$ cat src/rtl/cic_pkg.sv
// Shared helpers for the multi-channel CIC decimator: width sizing, rate clamp, output scaling.
// Pure functions and constants only; no latency of its own.
// No flow control; used by the datapath modules at elaboration and in combinational logic.
package cic_pkg;

  // Width of the scratch value used for rounding/saturation; wide enough for any legal DW plus headroom.
  localparam int PW = 128;

  // log2 of the differential delay (M is restricted to 1 or 2).
  function automatic int lm_of(input int m);
    return (m == 2) ? 1 : 0;
  endfunction

  // Internal datapath width: input width plus worst-case CIC bit growth.
  function automatic int dw_calc(input int w, input int n, input int rlog2_max, input int m);
    return w + n * (rlog2_max + lm_of(m));
  endfunction

  // Clamp a requested log2 rate into 1..vmax.
  function automatic int clamp_rate(input int v, input int vmax);
    if (v < 1) return 1;
    if (v > vmax) return vmax;
    return v;
  endfunction

  // Arithmetic right shift with optional round-half-up, then saturate to an ow-bit signed range.
  function automatic logic signed [PW-1:0] sat_round(input logic signed [PW-1:0] value,
                                                     input int shift, input int ow,
                                                     input logic rnd);
    logic signed [PW-1:0] t;
    logic signed [PW-1:0] vmax;
    logic signed [PW-1:0] vmin;
    t = value;
    if (rnd && (shift > 0)) t = t + (PW'(1) <<< (shift - 1));
    t    = t >>> shift;
    vmax = (PW'(1) <<< (ow - 1)) - PW'(1);
    vmin = -(PW'(1) <<< (ow - 1));
    if (t > vmax) t = vmax;
    else if (t < vmin) t = vmin;
    return t;
  endfunction

endpackage

$ cat src/rtl/cic_mc_lane.sv
// One CIC channel: N integrators at input rate, N combs at decimated rate, shift/round/saturate.
// Combinational output y is valid in the decimation-beat cycle; the top registers it (1 clk total).
// No backpressure: integrators advance on every input beat, combs on every decimation beat.
module cic_mc_lane
  import cic_pkg::*;
#(
  parameter int W         = 16,
  parameter int OW        = 16,
  parameter int N         = 3,
  parameter int M         = 1,
  parameter int RLOG2_MAX = 6,
  parameter int RW        = 3
) (
  input  logic          clk,
  input  logic          rst,
  input  logic          clr,
  input  logic          in_vld,
  input  logic          dec,
  input  logic [W-1:0]  in_data,
  input  logic [RW-1:0] rate_log2,
  output logic [OW-1:0] y
);

  localparam int DW = dw_calc(W, N, RLOG2_MAX, M);
  localparam int LM = lm_of(M);
`ifdef CIC_ROUND_EN
  localparam logic RND = 1'b1;
`else
  localparam logic RND = 1'b0;
`endif

  logic signed [DW-1:0] w_in_ext;
  logic signed [DW-1:0] r_acc  [1:N];
  logic signed [DW-1:0] w_next [1:N];
  logic signed [DW-1:0] r_dly  [1:N][0:M-1];
  logic signed [DW-1:0] w_c    [0:N];
  int                   w_shift;

  assign w_in_ext = DW'(signed'(in_data));

  // Integrator next values and comb chain; wrap-around in the integrators cancels in the combs.
  always_comb begin
    w_next[1] = r_acc[1] + w_in_ext;
    for (int k = 2; k <= N; k++) begin
      w_next[k] = r_acc[k] + r_acc[k-1];
    end
    w_c[0] = w_next[N];
    for (int k = 1; k <= N; k++) begin
      w_c[k] = w_c[k-1] - r_dly[k][M-1];
    end
  end

  // Integrators advance on input beats; comb delay lines shift on decimation beats.
  always_ff @(posedge clk) begin
    if (rst || clr) begin
      for (int k = 1; k <= N; k++) begin
        r_acc[k] <= '0;
        for (int j = 0; j < M; j++) r_dly[k][j] <= '0;
      end
    end else begin
      if (in_vld) begin
        for (int k = 1; k <= N; k++) r_acc[k] <= w_next[k];
      end
      if (dec) begin
        for (int k = 1; k <= N; k++) begin
          r_dly[k][0] <= w_c[k-1];
          for (int j = 1; j < M; j++) r_dly[k][j] <= r_dly[k][j-1];
        end
      end
    end
  end

  // Normalise the R^N*M^N gain by a shift, then clip to the output width.
  always_comb begin
    w_shift = N * (int'(rate_log2) + LM);
    y       = OW'(sat_round(PW'(w_c[N]), w_shift, OW, RND));
  end

endmodule

$ cat src/rtl/cic_decimator_mc.sv
// Multi-channel CIC decimator, run-time power-of-two rate; CIC_ROUND_EN selects round-half-up vs truncate.
// Latency: output registered one clk after the decimation beat.
// Backpressure: valid/ready output; an unaccepted sample is overwritten and sets the sticky ovf flag.
module cic_decimator_mc
  import cic_pkg::*;
#(
  parameter int W         = 16,
  parameter int OW        = 16,
  parameter int CH        = 4,
  parameter int N         = 3,
  parameter int M         = 1,
  parameter int RLOG2_MAX = 6
) (
  input  logic                             clk,
  input  logic                             rst,
  input  logic                             cfg_load,
  input  logic [$clog2(RLOG2_MAX+1)-1:0]   cfg_rate_log2,
  input  logic                             in_valid,
  input  logic [CH*W-1:0]                  in_data,
  output logic                             out_valid,
  input  logic                             out_ready,
  output logic [CH*OW-1:0]                 out_data,
  output logic                             ovf
);

  localparam int RW = $clog2(RLOG2_MAX + 1);

  logic [RW-1:0]        r_rate;
  logic [RLOG2_MAX-1:0] r_cnt;
  logic [RLOG2_MAX-1:0] w_cnt_max;
  logic                 w_dec;
  logic [CH*OW-1:0]     w_lane_y;

  // R-1 as a mask of rate_log2 low ones; a beat in the same cycle as cfg_load is discarded.
  always_comb begin
    w_cnt_max = '0;
    for (int i = 0; i < RLOG2_MAX; i++) begin
      w_cnt_max[i] = (i < int'(r_rate));
    end
    w_dec = in_valid && !cfg_load && (r_cnt == w_cnt_max);
  end

  // Rate register: resets to R=2, loads a clamped value on cfg_load.
  always_ff @(posedge clk) begin
    if (rst) begin
      r_rate <= RW'(1);
    end else if (cfg_load) begin
      r_rate <= RW'(clamp_rate(int'(cfg_rate_log2), RLOG2_MAX));
    end
  end

  // Decimation counter: 0..R-1 over input beats, restarts on cfg_load.
  always_ff @(posedge clk) begin
    if (rst || cfg_load) begin
      r_cnt <= '0;
    end else if (in_valid) begin
      r_cnt <= w_dec ? '0 : r_cnt + 1'b1;
    end
  end

  for (genvar c = 0; c < CH; c++) begin : g_lane
    cic_mc_lane #(
      .W         (W),
      .OW        (OW),
      .N         (N),
      .M         (M),
      .RLOG2_MAX (RLOG2_MAX),
      .RW        (RW)
    ) u_lane (
      .clk       (clk),
      .rst       (rst),
      .clr       (cfg_load),
      .in_vld    (in_valid),
      .dec       (w_dec),
      .in_data   (in_data[c*W +: W]),
      .rate_log2 (r_rate),
      .y         (w_lane_y[c*OW +: OW])
    );
  end

  // Output register and handshake; a load while a sample is still unaccepted is an overrun.
  always_ff @(posedge clk) begin
    if (rst) begin
      out_valid <= 1'b0;
      out_data  <= '0;
      ovf       <= 1'b0;
    end else if (cfg_load) begin
      out_valid <= 1'b0;
      ovf       <= 1'b0;
    end else if (w_dec) begin
      out_data  <= w_lane_y;
      out_valid <= 1'b1;
      if (out_valid && !out_ready) ovf <= 1'b1;
    end else if (out_valid && out_ready) begin
      out_valid <= 1'b0;
    end
  end

endmodule

$ cat config.mk
export PLATFORM = sky130hd
export DESIGN_NAME = cic_decimator_mc
export DESIGN_NICKNAME = d
export VERILOG_FILES = /design/src/rtl/cic_pkg.sv /design/src/rtl/cic_mc_lane.sv /design/src/rtl/cic_decimator_mc.sv
export SDC_FILE = /design/constraint.sdc
export NUM_CORES = 2
export LEC_CHECK = 0
export ABC_AREA = 1
export CAP_MARGIN = 10
export CORE_MARGIN = 5
export CORE_UTILIZATION = 59
export CTS_CLUSTER_DIAMETER = 40
export CTS_CLUSTER_SIZE = 16
export DETAILED_ROUTE_END_ITERATION = 6
export GPL_TIMING_DRIVEN = 0
export PLACE_DENSITY = 0.79
export SYNTH_ARGS = -nofsm -noshare
export SYNTH_HDL_FRONTEND = slang
export SYNTH_HIERARCHICAL = 1
export SYNTH_SLANG_ARGS = --single-unit
$ cat constraint.sdc
create_clock -name clk -period 7.94 [get_ports clk]
set_clock_uncertainty 0.2 [all_clocks]
set_input_delay 2.382 -clock clk [delete_from_list [all_inputs] [get_ports clk]]
set_output_delay 2.382 -clock clk [all_outputs]
set_load 0.01 [all_outputs]
==> impl_results.md <==
- VDD IR max: 0.326 mV
- Cell types with the highest counts after synthesis: nand2_1 (1990), inv_1 (1739), a21oi_1 (1162)
- Slew HR: 0.172
- Post-synth top area share: 0.309
- Status: complete, but fails checks
- CP max FO: 5
- Top FF cell, synth: edfxtp_1
- FF-to-FF Start: g_lane[2].u_lane/r_acc[0][34]
- Clk_lat worst skew: between 800 and 900 ps
- Slack of the worst reg-to-reg path: -970 ps
- Via count: 78400
- Pwr Density: ~470 nW/µm²
- Vias per cell: 5.84
- Setup tns final: -46870 ps
- Clk buf depth: 3
- Hold Path Depth: 2
- Area of the multi-input gates: between 50000 and 60000 µm²
- Simple-gate share of the synthesized area: 0.214
- Mapped Area: around 79000 µm²
- Mux cell area share after synthesis: 0.00353
- Crit path kind: reg -> reg
- Worst path most repeated cell: nand2_1
- Worst setup SP type: flop
- Tcrit/Tclk final: 1.12
- Die ar.: 142000 µm²
- Hold Slack: between 200 and 300 ps
- Async S/R FF share, synth: 0
- Setup violators final: 60
- Initial antenna violation count: 5
- Tot GR Track Use: 0.298
- Wire per inst: 18.0 µm
- Worst hold path type: reg -> reg
- Req. time, crit path: between 8000 and 9000 ps
- Hold Path End: r_cnt[0]
- Seq cells post-synth: 891
- Post-route ant nets: 0
- Fmax: ~110 MHz
- Slew Limit Fails: 0
- HP Start: r_cnt[0]
- Largest cells by area after synthesis: edfxtp_1 (31%), ha_1 (13%), nand2_1 (9.4%)
- Layout cells sized above 1: 0.188
- Final HPWL DP: around 160000 µm
- Seq. cell area: between 20000 and 30000 µm²
- # IOs: approximately 140
- CTS Sinks: about 890
- First-pass iteration count of the detailed router: 7
- Netlist cell types: 66
- Reg2reg path depth: between 50 and 60
- Power Total: between 40 and 50 mW
- # rows: roughly 130
- CTS tree: done
- Slowest-stage cell, CP: edfxtp_1
- XOR/XNOR share of the synthesized area: 0.0539
- Core region area: between 100000 and 150000 µm²
- Largest family of logic cells by synthesized area: simple AND/OR/NAND/NOR gates
- Synth warnings: 6
- Synthesized net count: 11600
- Top-count cell post-synth: nand2_1
- Initial Utilization: 0.594
- Syn_area_per_cell: approximately 7.4 µm²
- Worst-Margin Slew: ~1200 ps
- Die W: between 300 and 400 µm
- Synth Area in Compound Gates: 0.170
- Setup WS post-layout: -965 ps
- CTS buffer count: 162
- Vias in the first global route: around 74000
- Root buffer cell: clkbuf_16
- Post-synth EDFFs: ~800
- Routability cong.: 0.943
- Final wirelength: ~240000 µm
- Synth area leader: edfxtp_1
- Remaining DRCs: 0
- CP Capture Type: flop
- First-pass GRT wire length: approximately 360000 µm
- CP max stage delay: ~450 ps
- NumNets Final: between 10000 and 15000
- Adder-cell area share of the yosys netlist: 0.133
- Final min period: 8910 ps
- Failing checks: setup timing
- Final Hold Fails: 0
- Chip height: between 300 and 400 µm
- Htree depth: 4
- Initial drt markers: between 6000 and 7000
- CTS clk-pin slew, worst paths: 60 ps
- Leakage Power: roughly 46 nW
- Largest net degree at the start of global routing: between 70 and 80
- Max-cap violations: 0
- Gr ovfl total: 0
- Buffers on Ports: roughly 140
- Fill count: 9146
- End of the worst register-to-register path: out_data[46]
- Cells after Synth: approximately 11000
- Sequential share of the synthesized area: 0.328
- Critical path arrival: 9410 ps
- Area growth, synth to finish: 25.3%
- Unrepaired setup endpoints after global routing: true
routing by layer:
metal | GRT usage | wire length [µm] | vias to the layer above
met2 | 0.503 | 114000 | 3320
met1 | 0.383 | 98000 | 36700
li1 | - | - | 37500
met4 | 0.105 | 10600 | 2
met5 | 0 | 8 | -
met3 | 0.0597 | 18900 | 858
cells by family (layout without fill, tap and decap cells):
family,Yosys count,count (layout)
AO/OA/AOI/OAI,2442,2442
XOR/XNOR,488,488
adder cells (fa/ha/maj),829,829
buffers and inverters,2007,2946
flip-flops,891,891
multiplexers,28,28
other,0,2
AND/OR/NAND/NOR,4038,4038
flip-flops by register name (all words and copies together) (netlist names):
register	cells
out_data	64
g_lane.u_lane/r_acc	408
ovf	1
r_cnt	6
out_valid	1
r_rate	3
g_lane.u_lane/r_dly	408
cell type report:
type                            count  share of cell area
Sequential cell                   891               0.262
Buffer                            247              0.0113
Antenna cell                        2           0.0000503
Timing Repair Buffer              642              0.0553
Tap cell                         1768              0.0223
Clock inverter                    113              0.0126
Clock buffer                      184              0.0423
Inverter                         1760              0.0668
Multi-Input combinational cell   7825               0.528
critical path, delay by kind of cell, from the launching register on:
kind / cells / cell delay, ps
DFF: 1 / 450
adders and majority gates: 5 / 1520
and+or+nand+nor: 22 / 2330
buffers and inverters: 8 / 780
xor gates and xnor gates: 4 / 780
AOI/OAI and AO/OA: 17 / 2750
worst max path at each step:
stage               depth (start not counted)                           from  slack [ps]           end
finish                                     56  g_lane[2].u_lane/r_acc[0][34]        -970  out_data[46]
detailed placement                         58  g_lane[2].u_lane/r_acc[0][34]       -1840  out_data[46]
CTS                                        55  g_lane[2].u_lane/r_acc[0][34]        -460  out_data[46]
global placement                           58  g_lane[2].u_lane/r_acc[0][34]       -1690  out_data[46]
global route                               56  g_lane[0].u_lane/r_acc[0][34]       -1340  out_data[12]
floorplan                                  57  g_lane[2].u_lane/r_acc[0][34]          30  out_data[46]
where the power goes:
part	switching, mW	total [mW]	leakage, nW	internal (mW)
clock network	2.64	6.95	2.61	4.31
logic	21.2	34.6	33.7	13.4
registers	0.144	5.52	9.89	5.37
total	24.0	47.1	46.2	23.1
through the flow:
stage | instance area (µm²) | utilization | setup WS [ps] | std cells
5_1_grt | 99400 | 0.744 | -1340 | 13400
2_1_floorplan | 79300 | - | 29.5 | 10700
3_5_place_dp | 83200 | 0.622 | -1840 | 12600
3_3_place_gp | 82900 | 0.621 | -1690 | 12600
6_report | 99400 | 0.744 | -965 | 13400
4_1_cts | 94400 | 0.706 | -458 | 13300
cell usage in the layout (no fill, tap or decap), drive strengths merged, types with 144 or more instances in the layout:
master / synthesis / layout
buf: 95 / 600
xor2: 344 / 344
nor2: 1166 / 1166
edfxtp: 816 / 816
a21oi: 1168 / 1168
ha: 801 / 801
o21ai: 772 / 772
inv: 1752 / 1777
nand3: 554 / 554
xnor2: 144 / 144
clkbuf: 152 / 336
nand2: 2066 / 2066
repair_timing:
item,in CTS,in global routing
resized for setup,769,816
setup buffers,312,187
hold buffers,0,0
hold endpoints to repair,0,0
pin swaps,413,549
gates cloned,8,0
endpoints found under the setup margin,64,63
Power figures use the tool's default switching activity.
